### src/rtl/button_debouncer_if.sv
`default_nettype none
// +------------------------------------------------------------------------+
// | Module   : button_debouncer_if                                         |
// | Brief    : Raw-button inputs and conditioned level outputs of the      |
// |            direction-button debouncer. BTN_PRESS_PULSE_EN adds the     |
// |            press_pulse[3:0] strobe = {down,up,right,left}.             |
// | Revision : 1.0                                                        |
// +------------------------------------------------------------------------+
interface button_debouncer_if;
    logic       left_raw;
    logic       right_raw;
    logic       up_raw;
    logic       down_raw;
    logic       left;
    logic       right;
    logic       up;
    logic       down;
    logic       single;
`ifdef BTN_PRESS_PULSE_EN
    logic [3:0] press_pulse;
`endif

    // master drives the raw buttons; slave is the debouncer itself
    modport master (
        output left_raw,
        output right_raw,
        output up_raw,
        output down_raw,
        input  left,
        input  right,
        input  up,
        input  down,
        input  single
`ifdef BTN_PRESS_PULSE_EN
        ,
        input  press_pulse
`endif
    );

    modport slave (
        input  left_raw,
        input  right_raw,
        input  up_raw,
        input  down_raw,
        output left,
        output right,
        output up,
        output down,
        output single
`ifdef BTN_PRESS_PULSE_EN
        ,
        output press_pulse
`endif
    );
endinterface : button_debouncer_if
`default_nettype wire

### src/rtl/button_debouncer.sv
`default_nettype none
// +------------------------------------------------------------------------+
// | Module   : button_debouncer                                            |
// | Brief    : Two-flop synchroniser plus symmetric counter debounce per   |
// |            direction button, with a registered exactly-one-high flag.  |
// |            Optional macro BTN_PRESS_PULSE_EN adds a 1-cycle press      |
// |            strobe per button.                                          |
// | Revision : 1.0                                                        |
// +------------------------------------------------------------------------+
module button_debouncer #(
    parameter int DEBOUNCE_CYCLES = 250000
) (
    input  wire               clk,
    input  wire               reset,
    button_debouncer_if.slave bus
);

    localparam int               CNT_W      = $clog2(DEBOUNCE_CYCLES + 1);
    localparam int               NUM_BTN    = 4;
    localparam logic [CNT_W-1:0] c_CNT_LAST = CNT_W'(DEBOUNCE_CYCLES - 1);
    localparam logic [CNT_W-1:0] c_CNT_ONE  = CNT_W'(1);

    // Bit order everywhere: {down, up, right, left}
    logic [NUM_BTN-1:0] w_raw;
    logic [NUM_BTN-1:0] sync1_q;
    logic [NUM_BTN-1:0] sync2_q;
    logic [NUM_BTN-1:0] w_stable_q;
    logic [NUM_BTN-1:0] w_stable_d;
    logic               single_q;
    logic               single_d;

    assign w_raw = {bus.down_raw, bus.up_raw, bus.right_raw, bus.left_raw};

    function automatic logic f_exactly_one(input logic [NUM_BTN-1:0] v);
        return (v != '0) && ((v & (v - NUM_BTN'(1))) == '0);
    endfunction

    // Plain back-to-back flops so the synthesis tool can treat them as a synchroniser
    always_ff @(posedge clk) begin
        if (reset) begin
            sync1_q <= '0;
            sync2_q <= '0;
        end else begin
            sync1_q <= w_raw;
            sync2_q <= sync1_q;
        end
    end

    for (genvar gi = 0; gi < NUM_BTN; gi++) begin : g_btn
        logic             stable_q;
        logic             stable_d;
        logic [CNT_W-1:0] cnt_q;
        logic [CNT_W-1:0] cnt_d;

        // Any sample agreeing with the accepted level restarts the count
        always_comb begin
            stable_d = stable_q;
            cnt_d    = '0;
            if (sync2_q[gi] != stable_q) begin
                if (cnt_q == c_CNT_LAST) begin
                    stable_d = sync2_q[gi];
                end else begin
                    cnt_d = cnt_q + c_CNT_ONE;
                end
            end
        end

        always_ff @(posedge clk) begin
            if (reset) begin
                stable_q <= 1'b0;
                cnt_q    <= '0;
            end else begin
                stable_q <= stable_d;
                cnt_q    <= cnt_d;
            end
        end

        assign w_stable_q[gi] = stable_q;
        assign w_stable_d[gi] = stable_d;
    end : g_btn

    // Built from next-state levels so it moves on the same edge as the outputs
    assign single_d = f_exactly_one(w_stable_d);

    always_ff @(posedge clk) begin
        if (reset) begin
            single_q <= 1'b0;
        end else begin
            single_q <= single_d;
        end
    end

    assign bus.left   = w_stable_q[0];
    assign bus.right  = w_stable_q[1];
    assign bus.up     = w_stable_q[2];
    assign bus.down   = w_stable_q[3];
    assign bus.single = single_q;

`ifdef BTN_PRESS_PULSE_EN
    logic [NUM_BTN-1:0] stable_prev_q;
    logic [NUM_BTN-1:0] press_pulse_q;
    logic [NUM_BTN-1:0] press_pulse_d;

    // Rising edges only; a release never strobes
    assign press_pulse_d = w_stable_q & ~stable_prev_q;

    always_ff @(posedge clk) begin
        if (reset) begin
            stable_prev_q <= '0;
            press_pulse_q <= '0;
        end else begin
            stable_prev_q <= w_stable_q;
            press_pulse_q <= press_pulse_d;
        end
    end

    assign bus.press_pulse = press_pulse_q;
`else
    // Level outputs only; no edge-detect state is built.
`endif

endmodule : button_debouncer
`default_nettype wire

### src/flat_wrapper.sv
// flat-port wrapper written by rule: the top's interface ports become plain ports
module button_debouncer_flat 
#(
    parameter int DEBOUNCE_CYCLES = 250000
)
  (clk, reset, bus_left_raw, bus_right_raw, bus_up_raw, bus_down_raw, bus_left, bus_right, bus_up, bus_down, bus_single);
  button_debouncer_if bus_i ();
  input  wire clk;
  input  wire reset;
  input wire logic [$bits(bus_i.left_raw)-1:0] bus_left_raw;
  input wire logic [$bits(bus_i.right_raw)-1:0] bus_right_raw;
  input wire logic [$bits(bus_i.up_raw)-1:0] bus_up_raw;
  input wire logic [$bits(bus_i.down_raw)-1:0] bus_down_raw;
  output wire logic [$bits(bus_i.left)-1:0] bus_left;
  output wire logic [$bits(bus_i.right)-1:0] bus_right;
  output wire logic [$bits(bus_i.up)-1:0] bus_up;
  output wire logic [$bits(bus_i.down)-1:0] bus_down;
  output wire logic [$bits(bus_i.single)-1:0] bus_single;
  assign bus_i.left_raw = bus_left_raw;
  assign bus_i.right_raw = bus_right_raw;
  assign bus_i.up_raw = bus_up_raw;
  assign bus_i.down_raw = bus_down_raw;
  assign bus_left = bus_i.left;
  assign bus_right = bus_i.right;
  assign bus_up = bus_i.up;
  assign bus_down = bus_i.down;
  assign bus_single = bus_i.single;
  button_debouncer #(.DEBOUNCE_CYCLES(DEBOUNCE_CYCLES)) u_core (.clk(clk), .reset(reset), .bus(bus_i));
endmodule
### config.mk
export PLATFORM = sky130hd
export DESIGN_NAME = button_debouncer_flat
export DESIGN_NICKNAME = d
export VERILOG_FILES = /design/src/rtl/button_debouncer_if.sv /design/src/rtl/button_debouncer.sv /design/src/flat_wrapper.sv
export SDC_FILE = /design/constraint.sdc
export NUM_CORES = 1
export LEC_CHECK = 0
export BUFFER_PORTS_ARGS = -buffer_cell sky130_fd_sc_hd__clkbuf_2
export CAP_MARGIN = 20
export CORE_ASPECT_RATIO = 1.5
export CORE_MARGIN = 3
export CORE_UTILIZATION = 60
export CTS_CLUSTER_SIZE = 16
export DETAILED_ROUTE_END_ITERATION = 8
export GPL_ROUTABILITY_DRIVEN = 0
export HOLD_SLACK_MARGIN = 0.06
export PLACE_DENSITY = 0.88
export SLEW_MARGIN = 40
export SYNTH_ARGS = -nofsm -noshare
export SYNTH_HDL_FRONTEND = slang
export SYNTH_SLANG_ARGS = --single-unit
### constraint.sdc
create_clock -name clk -period 2.05 [get_ports clk]
set_input_delay 0 -clock clk [delete_from_list [all_inputs] [get_ports clk]]
set_output_delay 0 -clock clk [all_outputs]
set_load 0.01 [all_outputs]
Word-level counts from Yosys, hierarchy flattened
Cells that the tools add are included.

storage, ports and cells
  bits in registers = 85
  logic and storage cells = 44
  output and inout bits = 5

cells by class
  mux-type cells = 8
  reductions and logical operators = 7
  bitwise logic cells = 5
  equality and inequality tests = 8
  add/subtract/negate cells = 5

operator list
  cell                                                                number
  18-bit by 1-bit adder with 18-bit output, second input constant     4
  18-bit == test, second input constant                               4
  3-bit OR reduction                                                  4
  1-bit 2-to-1 mux                                                    8
  4-bit bitwise AND                                                   1
  4-bit logical NOT                                                   1
  1-bit != test                                                       4
  1-bit NOT                                                           4
  4-bit nonzero test                                                  1
  4-bit by 1-bit subtractor with 4-bit output, second input constant  1
  1-bit logical AND                                                   1

Logic depth before layout (Yosys ltp)
  depth after elaboration = 7
  mapped depth = 7

Worst setup path before layout
Ideal clock, no wire load.

  kind = flip-flop to flip-flop
  start point = register u_core.g_btn[3].cnt_q[0]
  end point = register u_core.single_q, in the netlist u_core.bus.single
  setup slack = 0.318 ns
  required time = 1.975 ns
  arrival time = 1.657 ns
  setup time = 0.075 ns
  stages on the path, launching flop included = 8
  path through = dfxtp_1 -> ha_1 -> and3_4 -> nand4_2 -> or3_4 -> a211oi_2 -> o211ai_1 -> a31oi_1

on the way
  word-level cells in the longest chain between the ends = 7

ends and longest elaborated chain
  item                                         RTL line                text
  start, declared                              button_debouncer.sv:52  logic [CNT_W-1:0] cnt_q;
  start signal, assigned                       button_debouncer.sv:74  cnt_q <= cnt_d;
  18-bit == test *                             button_debouncer.sv:60  if (cnt_q == c_CNT_LAST) begin
  1-bit 2-to-1 mux *                           button_debouncer.sv:60
  1-bit 2-to-1 mux *                           button_debouncer.sv:59  if (sync2_q[gi] != stable_q) begin
  4-bit by 1-bit subtractor with 4-bit output  button_debouncer.sv:35  return (v != '0) && ((v & (v - NUM_BTN'(1))) == '0);
  4-bit bitwise AND                            button_debouncer.sv:35
  4-bit logical NOT                            button_debouncer.sv:35
  1-bit logical AND *                          button_debouncer.sv:35
  end signal, assigned                         button_debouncer.sv:89  single_q <= single_d;
  end, declared                                button_debouncer.sv:29  logic single_q;

Mark *: on every way between the ends. The rest lies on a longest branch, timed or not.
A chain may end at the register's enable or synchronous reset.

Worst setup path after layout
Same ends and word-level chain as after synthesis.

==> flow_summary.ini <==
[power]
p_seq_frac = 0.596
swShare = 0.236
switchingPower_w = 0.000659
p_clk_frac = 0.390
pwr-share-comb = 0.014
p_total_w = 0.00279
vdd_drop_max_mv = 0.716
p_leak_nw = 1.33
p_int_w = 0.00213
power_density_nw_per_um2 = 718

[run]
cap_violations = 0

[placed_design]
hpwl_um = 4350
preCtsSetupSlack_ns = 0.185
dpl_cell_area_um2 = 3670
io_buffers = 10

[worst_setup_path]
cp-start-kind = flop
cpPeakStageDelay_ns = 0.40
cp.required_ns = 2.34
end_kind = flop
crit_arrival_ns = 2.17
crit_path_cell_trace = ha_1, and3_4, nand4_2, or3_4, a211oi_2, o211ai_1, a31oi_1
worstPathMaxFanout = 4
worstSetupPathType = reg -> reg
slowest_stage = or3_4

[timing]
tns_ns = 0
report.final.slew_viol_count = 0
rsz0062_at_grt = no
max-slew-margin-rel = 0.649
fin_crit_sh = 0.915
min_period_ns = 1.88
hold_viol = 0
setup-violations-final = 0
fin_ws_ns = 0.175
fmax_mhz = 533
fin_skew_ns = 0.00729
worst_pin_slew_ns = 0.522

[run_status]
status = finished, final reports clean

[clock_tree]
hold_buffers = 4
clock-root-buffer = clkbuf_8
htreeDepth = 3
clk_pin_slew_ns = 0.09
cts_tree = done
numCtsBuffers = 9
cts_resized = 0
cts_sinks = 85
post_cts_buffers = 0
clock_latency_ns = 0.37
clockBufferDepth = 2

[yosys]
ys_ff_latch = 85
synth-edff-count = 0
synthTopCellsByArea = dfxtp_1 (48%), xor2_1 (9.6%), nor2_1 (9.2%)
synth_top_area_frac = 0.479
ys_warn_count = 0
syn_avg_cell_area_um2 = 9.06
synth_nets = 402
synth_most_common_cell = nor2_1
syn_inst = 392
synthArstFlopShare = 0
yosysSeqAreaShare = 0.479
synth.distinct_cells = 34
synth.largest_area_cell = dfxtp_1
ys.flop_type = dfxtp_1
synth.top_cells.by_count = nor2_1 (87), dfxtp_1 (85), xor2_1 (39)
synth_area_um2 = 3550

[drt]
route.detailed.drc = 0
wire_per_inst_um = 12.4
routed_wl_um = 6040
ant_nets = 0
route.vias.total = 2643
drt_iter0_markers = 90
drt-pass1-iter-count = 4
routed_via_density = 5.45

[layout]
num-nets-final = 420
fin_util = 0.692
fin_area_um2 = 3890
fillCellCount = 435
drive_gt1_frac = 0.0795
syn_to_final_growth_pct = 9.48
num_antenna_cells = 0

[die]
io_pins = 11
core_um2 = 5620
die-area_um2 = 6900
die-height_um = 100
fp-row-count = 33
initial_utilization = 0.632
die_w_um = 68.8

[grt]
grt_antenna_before_repair = 0
grt_max_degree = 20
first_global_vias = 2648
grt_usage = 0.199
grt_pass1_wl_um = 10700
gr-total-overflow = 0

[min_path]
hold_class = in -> reg
==> flip-flops by register name, indices dropped and copies added (netlist names) <==
name                flops
u_core.sync2_q          4
u_core.bus.right        1
u_core.sync1_q          4
u_core.bus.down         1
u_core.bus.up           1
u_core.g_btn.cnt_q     72
u_core.bus.left         1
u_core.bus.single       1
==> through the flow <==
stage	instances	hold slack (ns)
5_1_grt	485	0.124
6_report	485	0.0654
3_5_place_dp	465	0.230
2_1_floorplan	392	0.128
3_3_place_gp	465	0.209
4_1_cts	485	0.0707
==> worst max-delay path: cells and delay by family (launching register included) <==
family	cells	cell delay (ns)
AOI/OAI and AO/OA	3	0.47
adders and majority gates	1	0.23
DFF	1	0.38
and+or+nand+nor	3	0.74
==> power by group through the flow <==
stage	Sequential, W	Combinational [W]	Clock (W)
2_1_floorplan	0.00170	0.0000248	0
3_3_place_gp	0.00170	0.0000325	0
3_5_place_dp	0.00170	0.0000340	0
4_1_cts	0.00166	0.0000401	0.00112
5_1_grt	0.00167	0.0000450	0.00117
6_report	0.00166	0.0000394	0.00109
==> per-layer routing <==
metal  vias up  wire length, µm  track usage
li1       1353                -            -
met1      1248             2620        0.225
met2        30             3120        0.348
met5         -                0            0
met4         0              151        0.101
met3        12              147       0.0336
==> path summary, 6_finish.rpt <==
| path | from | end | slack [ns] | cells past startpoint |
|---|---|---|---|---|
| worst min-delay path | reset | u_core.sync2_q[2] | 0.07 | 2 |
| worst min register to register | u_core.sync1_q[3] | u_core.sync2_q[3] | 0.44 | 1 |
| worst max-delay path | u_core.g_btn[3].cnt_q[0] | u_core.bus.single | 0.17 | 7 |
| worst max register to register | u_core.g_btn[3].cnt_q[0] | u_core.bus.single | 0.17 | 7 |
==> cell families after synthesis <==
group                    share of synthesized area
multiplexers                               0.00669
adder cells (fa/ha/maj)                     0.0141
XOR/XNOR                                     0.168
AO/OA/AOI/OAI                               0.0180
flip-flops                                   0.479
buffers and inverters                       0.0180
AND/OR/NAND/NOR                              0.296
==> cell usage in the layout, fill, tap and decap left out, types with 2 or more instances in the layout <==
master / instances
nor4_1: 5
nand2_1: 23
buf_4: 2
dlygate4sd3_1: 4
ha_1: 4
and4_1: 9
nor4b_1: 3
nor2b_1: 9
xnor2_1: 29
nand3_1: 26
nand2b_1: 4
nor2_1: 87
nand4_1: 11
nor3_1: 10
clkbuf_2: 10
xor2_1: 39
inv_1: 7
inv_6: 4
and4b_1: 3
clkinvlp_4: 3
clkbuf_8: 9
and3_1: 12
nand4b_1: 3
dfxtp_1: 85
==> area by class of cell <==
class                           count  area [µm²]  area share
Tap cell                           70        87.6      0.0225
Clock inverter                      7        57.6      0.0148
Clock buffer                        9         124      0.0319
Multi-Input combinational cell    291        1790       0.459
Timing Repair Buffer               16         105      0.0270
Inverter                            7        26.3     0.00676
Sequential cell                    85        1700       0.438
Power figures use the tool's default switching activity.
